--- src/rtl/pc_unit.sv ---
// Program counter and next-PC sequencer for the single-cycle RISC-V core.
// Handles the applied branch decision, stall, halt/resume, the sticky misaligned-target trap and a taken-branch count.
module pc_unit #(
    parameter int                XLEN     = 32,
    parameter logic [XLEN-1:0]   RESET_PC = 32'h0000_0000,
    parameter int                CNT_W    = 16
) (
    input  logic                    clk,
    input  logic                    reset,
    input  logic                    pc_src,
    input  logic signed [XLEN-1:0]  imm,
    input  logic                    stall,
    input  logic                    halt_req,
    input  logic                    resume,
    output logic [XLEN-1:0]         pc,
    output logic [XLEN-1:0]         pc_plus4,
    output logic [XLEN-1:0]         branch_target,
    output logic                    halted,
    output logic                    trap,
    output logic [CNT_W-1:0]        taken_count
);

    typedef enum logic [1:0] {
        RUN  = 2'd0,
        HALT = 2'd1,
        TRAP = 2'd2
    } state_t;

    state_t             state;
    state_t             state_nxt;
    logic [XLEN-1:0]    pc_nxt;
    logic [CNT_W-1:0]   cnt_nxt;
    logic               misaligned;

    // The counter sticks at all-ones instead of wrapping.
    function automatic logic [CNT_W-1:0] sat_inc(input logic [CNT_W-1:0] v);
        return (&v) ? v : v + CNT_W'(1);
    endfunction

    // Both adders wrap modulo 2^XLEN; imm is two's complement, so a negative offset branches backward.
    assign pc_plus4      = pc + XLEN'(4);
    assign branch_target = pc + $unsigned(imm);
    assign misaligned    = |branch_target[1:0];

    assign halted = (state == HALT);
    assign trap   = (state == TRAP);

    always_comb begin
        state_nxt = state;
        pc_nxt    = pc;
        cnt_nxt   = taken_count;
        unique case (state)
            RUN: begin
                if (halt_req) begin
                    state_nxt = HALT;
                end else if (!stall) begin
                    if (pc_src) begin
                        if (misaligned) begin
                            // pc keeps the address of the faulting branch.
                            state_nxt = TRAP;
                        end else begin
                            pc_nxt  = branch_target;
                            cnt_nxt = sat_inc(taken_count);
                        end
                    end else begin
                        pc_nxt = pc_plus4;
                    end
                end
            end
            HALT: begin
                // Resume only re-enters RUN; the first advance happens on the next edge.
                if (resume) begin
                    state_nxt = RUN;
                end
            end
            TRAP: begin
                state_nxt = TRAP;
            end
            default: begin
                state_nxt = RUN;
            end
        endcase
    end

    always_ff @(posedge clk) begin
        if (reset) begin
            state       <= RUN;
            pc          <= RESET_PC;
            taken_count <= '0;
        end else begin
            state       <= state_nxt;
            pc          <= pc_nxt;
            taken_count <= cnt_nxt;
        end
    end

endmodule

--- config.mk ---
export PLATFORM = sky130hd
export DESIGN_NAME = pc_unit
export DESIGN_NICKNAME = d
export VERILOG_FILES = /design/src/rtl/pc_unit.sv
export SDC_FILE = /design/constraint.sdc
export NUM_CORES = 1
export LEC_CHECK = 0
export ABC_AREA = 1
export CAP_MARGIN = 15
export CORE_MARGIN = 2
export CORE_UTILIZATION = 46
export CTS_CLUSTER_SIZE = 12
export DETAILED_ROUTE_END_ITERATION = 10
export HOLD_SLACK_MARGIN = 0.03
export PLACE_DENSITY = 0.85
export SYNTH_ARGS = -nofsm -noshare
export SYNTH_HDL_FRONTEND = slang
export SYNTH_SLANG_ARGS = --single-unit
--- constraint.sdc ---
create_clock -name clk -period 3.71 [get_ports clk]
set_input_delay 0.742 -clock clk [delete_from_list [all_inputs] [get_ports clk]]
set_output_delay 0.742 -clock clk [all_outputs]
set_load 0.01 [all_outputs]
=== Word-level counts from Yosys, hierarchy flattened ===
Index checks and enable logic that the tools add are counted.
W data, S select, Z words.

* Register bits after elaboration: 50
* Input bits: 38
* Output and inout bits: 114
* Logic and storage cells: 31

* $add $sub $neg: 3
* Equality and inequality tests: 7
* Mux-type cells: 8
* Bitwise gates (word level): 4
* Reductions and logical operators: 6

{| class="wikitable"
|+ Operators with widths
! cell !! count
|-
| $mux W32 || 2
|-
| $add A32 B3 Y32 const B || 1
|-
| $add A32 B32 Y32 || 1
|-
| $add A16 B1 Y16 const B || 1
|-
| $reduce_and A16 Y1 || 1
|-
| $mux W2 || 5
|-
| $ne A3 B3 Y1 const B || 3
|-
| $reduce_and A4 Y1 || 2
|-
| $pmux W2 S3 || 1
|-
| $reduce_and A6 Y1 || 1
|-
| $ne A2 B2 Y1 const B || 2
|-
| $not A1 Y1 || 4
|-
| $eq A2 B1 Y1 const B || 1
|-
| $eq A2 B2 Y1 const B || 1
|-
| $logic_not A2 Y1 || 1
|-
| $reduce_or A2 Y1 || 1
|}

=== Logic depth before layout (Yosys ltp) ===
* Word-level depth: 7
* Gate-level depth with buffers: 16

=== Least setup slack after synthesis ===
No wires, ideal clock.

* Kind: input port to output port
* Start point: input imm[0]
* End point: output branch_target[30]
* Arrival time: 2150 ps
* Required time: 2968 ps
* Slack: 818 ps
* Stages on the path: 14
* Buffers on the path: 0
* Cells stage by stage: ha_1 inv_1 fa_1 inv_1 nand3_1 nand2_1 nand2_1 nand2_1 nand2_1 nand2_1 nand3_1 nand2_1 nand2_1 nand2_1

* Longest elaborated chain between the ends: 1

{| class="wikitable"
|+ Ends and longest elaborated chain
! what !! line !! source
|-
| start, declared || 11 || <nowiki>input logic signed [XLEN-1:0] imm,</nowiki>
|-
| $add A32 B32 Y32 || 42 || <nowiki>assign branch_target = pc + $unsigned(imm);</nowiki>
|-
| end, declared || 17 || <nowiki>output logic [XLEN-1:0] branch_target,</nowiki>
|}

Every way passes these cells.

=== Final worst setup path ===
* Start point: input imm[1]
* End point: output branch_target[5]

Same word-level chain as after synthesis.

==> results.py <==
metrics = {
    "outcome": {
        "status": "completed",
    },
    "timing": {
        "relSlewSlack_pct": 51.42,
        "min_period_ns": 3.644,
        "finalHoldViolCount": 0,
        "worstMarginPinSlew_ns": 0.7279,
        "fmax_mhz": 274.4,
        "final_max_slew_viol_count": 0,
        "fin_skew_ns": 0.004698,
        "whs_ns": 0.5010,
        "period_share_pct": 98.22,
        "setup_viol": 0,
    },
    "power_and_ir_drop": {
        "seqPwrFrac_pct": 31.8,
        "power_density_mw_per_mm2": 229.3,
        "power.switching_mw": 0.6610,
        "vdd_drop_max_v": 0.0001832,
        "p_total_mw": 1.853,
        "p_int_mw": 1.192,
        "combPwrFrac_pct": 41.7,
        "power.leakage_nw": 4.061,
        "share_clk_of_total_power_pct": 26.4,
        "swShare_pct": 35.67,
    },
    "hold_path": {
        "holdPathEnd": "pc[0]$_SDFFE_PP0P_",
        "min-delay-start": "pc[0]$_SDFFE_PP0P_",
        "hold_path_class": "reg2reg",
        "min_path_cells": 2,
    },
    "layout": {
        "fill_cells": 1058,
        "diodes": 0,
        "area_delta_synth_final_pct": 44.86,
        "seq_area_mm2": 0.001001,
        "layout.cells.non_filler": 1373,
        "finish.instance_area_mm2": 0.008080,
        "layout.nets": 1297,
        "drive_above_1_share_pct": 11.99,
        "multi_input_area_mm2": 0.004041,
    },
    "die": {
        "initial_core_util_pct": 46.83,
        "dieArea_mm2": 0.01302,
        "num_rows": 40,
        "coreArea_mm2": 0.01191,
        "fp.dieH_um": 114.1,
        "die_w_um": 114.1,
        "ios": 152,
    },
    "clock_tree": {
        "clockBufferDepth": 2,
        "clock-sinks": 50,
        "clk_pin_slew_worst_paths_ns": 0.07,
        "clk_latency_ns": 0.29,
        "cts_root_buf": "clkbuf_16",
        "numCtsBuffers": 5,
        "cts.htree.levels": 2,
        "cts_tree": "done",
    },
    "global_route": {
        "grt_overflow_total": 0,
        "grt_pass1_vias": 6521,
        "antenna_found_initial": 0,
        "grtUsageTotal_pct": 30.38,
        "grt_max_degree": 39,
        "grt_pass1_wl_um": 31530,
    },
    "synthesis": {
        "synth_warnings": 0,
        "yosysSeqAreaShare_pct": 17.95,
        "syn_nets": 1083,
        "syn_area_per_cell_um2": 5.517,
        "synth_top_area_cell": "nand2_1",
        "synth.most_common_cell": "nand2_1",
        "yosysTopAreaCellShare_pct": 25.44,
        "synth_commonest_cells": "nand2_1, inv_1, nor2_1, nand3_1, a21oi_1",
        "syn_area_mm2": 0.005578,
        "synth-async-reset-ratio_pct": 0,
        "yosysUniqueCellTypes": 40,
        "synthFlopType": "dfxtp_1",
        "ys_seq_elements": 50,
        "netlist_instances": 1011,
        "synth_edf_count": 0,
        "synth.top_cells.by_area": "nand2_1, dfxtp_1, inv_1, ha_1, nand3_1",
    },
    "route": {
        "wirelength_um": 20170,
        "viasPerCell": 5.194,
        "post-route-drc-count": 0,
        "postRouteAntennaNets": 0,
        "num_vias": 7132,
        "drt_iter0_markers": 591,
        "avgRoutedWirePerCell_um": 14.69,
        "firstDrtPassIters": 6,
    },
    "setup_path": {
        "worstSetupPathType": "in2out",
        "r2r-end": "taken_count[12]$_SDFFE_PP0P_",
        "ff2ff_path_depth": 10,
        "ff2ff_setup_slack_ns": 1.15,
        "crit_arrival_ns": 2.90,
        "cp-end-kind": "primary output",
        "worst_setup_path_start_kind": "input pin",
        "cp.required_ns": 2.97,
        "cp_max_fo": 3,
        "r2r_start": "pc[0]$_SDFFE_PP0P_",
    },
    "placement": {
        "dp_hpwl_um": 16220,
        "dpl.cell_count": 1362,
        "postPlaceCellArea_mm2": 0.007735,
        "port_buffers": 151,
        "gp_congestion": 1.024,
    },
    "run": {
        "drv_cap": 0,
    },
}
power groups by stage:
| stage | sequential [mW] | combinational, mW | clock, mW |
|---|---|---|---|
| 2_1_floorplan | 0.599 | 0.339 | 0 |
| 5_1_grt | 0.592 | 0.836 | 0.517 |
| 3_5_place_dp | 0.600 | 0.755 | 0 |
| 6_report | 0.590 | 0.774 | 0.490 |
| 4_1_cts | 0.587 | 0.753 | 0.491 |
| 3_3_place_gp | 0.599 | 0.747 | 0 |
sequential cells by signal, summed over array words and instances, names as in the netlist:
register	cells
pc	32
state	2
taken_count	16
cell usage in the layout, fill, tap and decap left out, types with 11 or more instances in the layout:
cell	n
clkdlybuf4s50_1	124
xnor2_1	13
o21ai_0	26
nand2_2	11
nand3_1	71
xor2_1	21
ha_1	26
dfxtp_1	50
buf_4	77
nor2_1	77
a21oi_1	57
nand2_1	371
nor3_1	20
inv_1	160
final cells by class:
type / instances / share of cell area, %
sequential: 50 / 12.39
multi-input combinational: 775 / 50.02
clock buffer: 6 / 1.719
tap: 147 / 2.276
clock inverter: 2 / 0.2013
inverter: 165 / 7.665
timing repair buffer: 228 / 25.74
per-layer routing:
metal,GRT usage (%),routed length (um),share of wire [%],vias to the layer above
li1,-,-,-,3590
met1,39.60,8449,42,3180
met2,52.82,9453,47,322
met3,3.441,1619,8.0,40
met4,9.187,650,3.2,0
met5,0,0,0,-
worst max-delay path: stages:
cell             delay [ns]
clkdlybuf4s50_1        0.42
buf_4                  0.14
ha_1                   0.28
nand2_1                0.09
nand2_1                0.08
nand3b_1               0.08
nand2_1                0.09
buf_4                  0.15
xor2_1                 0.23
clkdlybuf4s50_1        0.59
kinds of logic after synthesis:
| logic type | Yosys count | synth area share [%] |
|---|---|---|
| compound gates | 102 | 9.690 |
| simple gates | 600 | 45.65 |
| xor+xnor | 39 | 6.124 |
| fa+ha+maj | 34 | 7.761 |
| buf+inv | 186 | 12.83 |
| flops | 50 | 17.95 |
how the worst max path moves through the flow:
stage | slack, ns | depth (start not counted) | start | endpoint
6_report | 0.07 | 10 | imm[1] | branch_target[5]
3_3_place_gp | -0.37 | 16 | imm[0] | branch_target[30]
3_5_place_dp | -0.39 | 16 | imm[0] | branch_target[30]
4_1_cts | -0.02 | 16 | imm[0] | branch_target[28]
5_1_grt | -0.008 | 10 | imm[1] | branch_target[5]
2_1_floorplan | 0.82 | 14 | imm[0] | branch_target[30]
metrics by stage:
step	util, %	setup TNS [ns]	setup slack, ns
2_1_floorplan	-	0	0.8181
3_3_place_gp	64.94	-3.679	-0.3667
3_5_place_dp	64.94	-4.118	-0.3897
4_1_cts	66.80	-0.02124	-0.01857
5_1_grt	67.84	-0.008273	-0.008273
6_report	67.84	0	0.06608
timing repair:
| action | CTS | global route |
|---|---|---|
| endpoints found under the setup margin | 24 | 20 |
| setup buffers | 2 | 1 |
| pin swaps | 1 | 3 |
| gates resized for setup | 35 | 41 |
| hold endpoints to repair | 0 | 0 |
| hold buffers | 0 | 0 |
(Power assumes the default switching activity.)
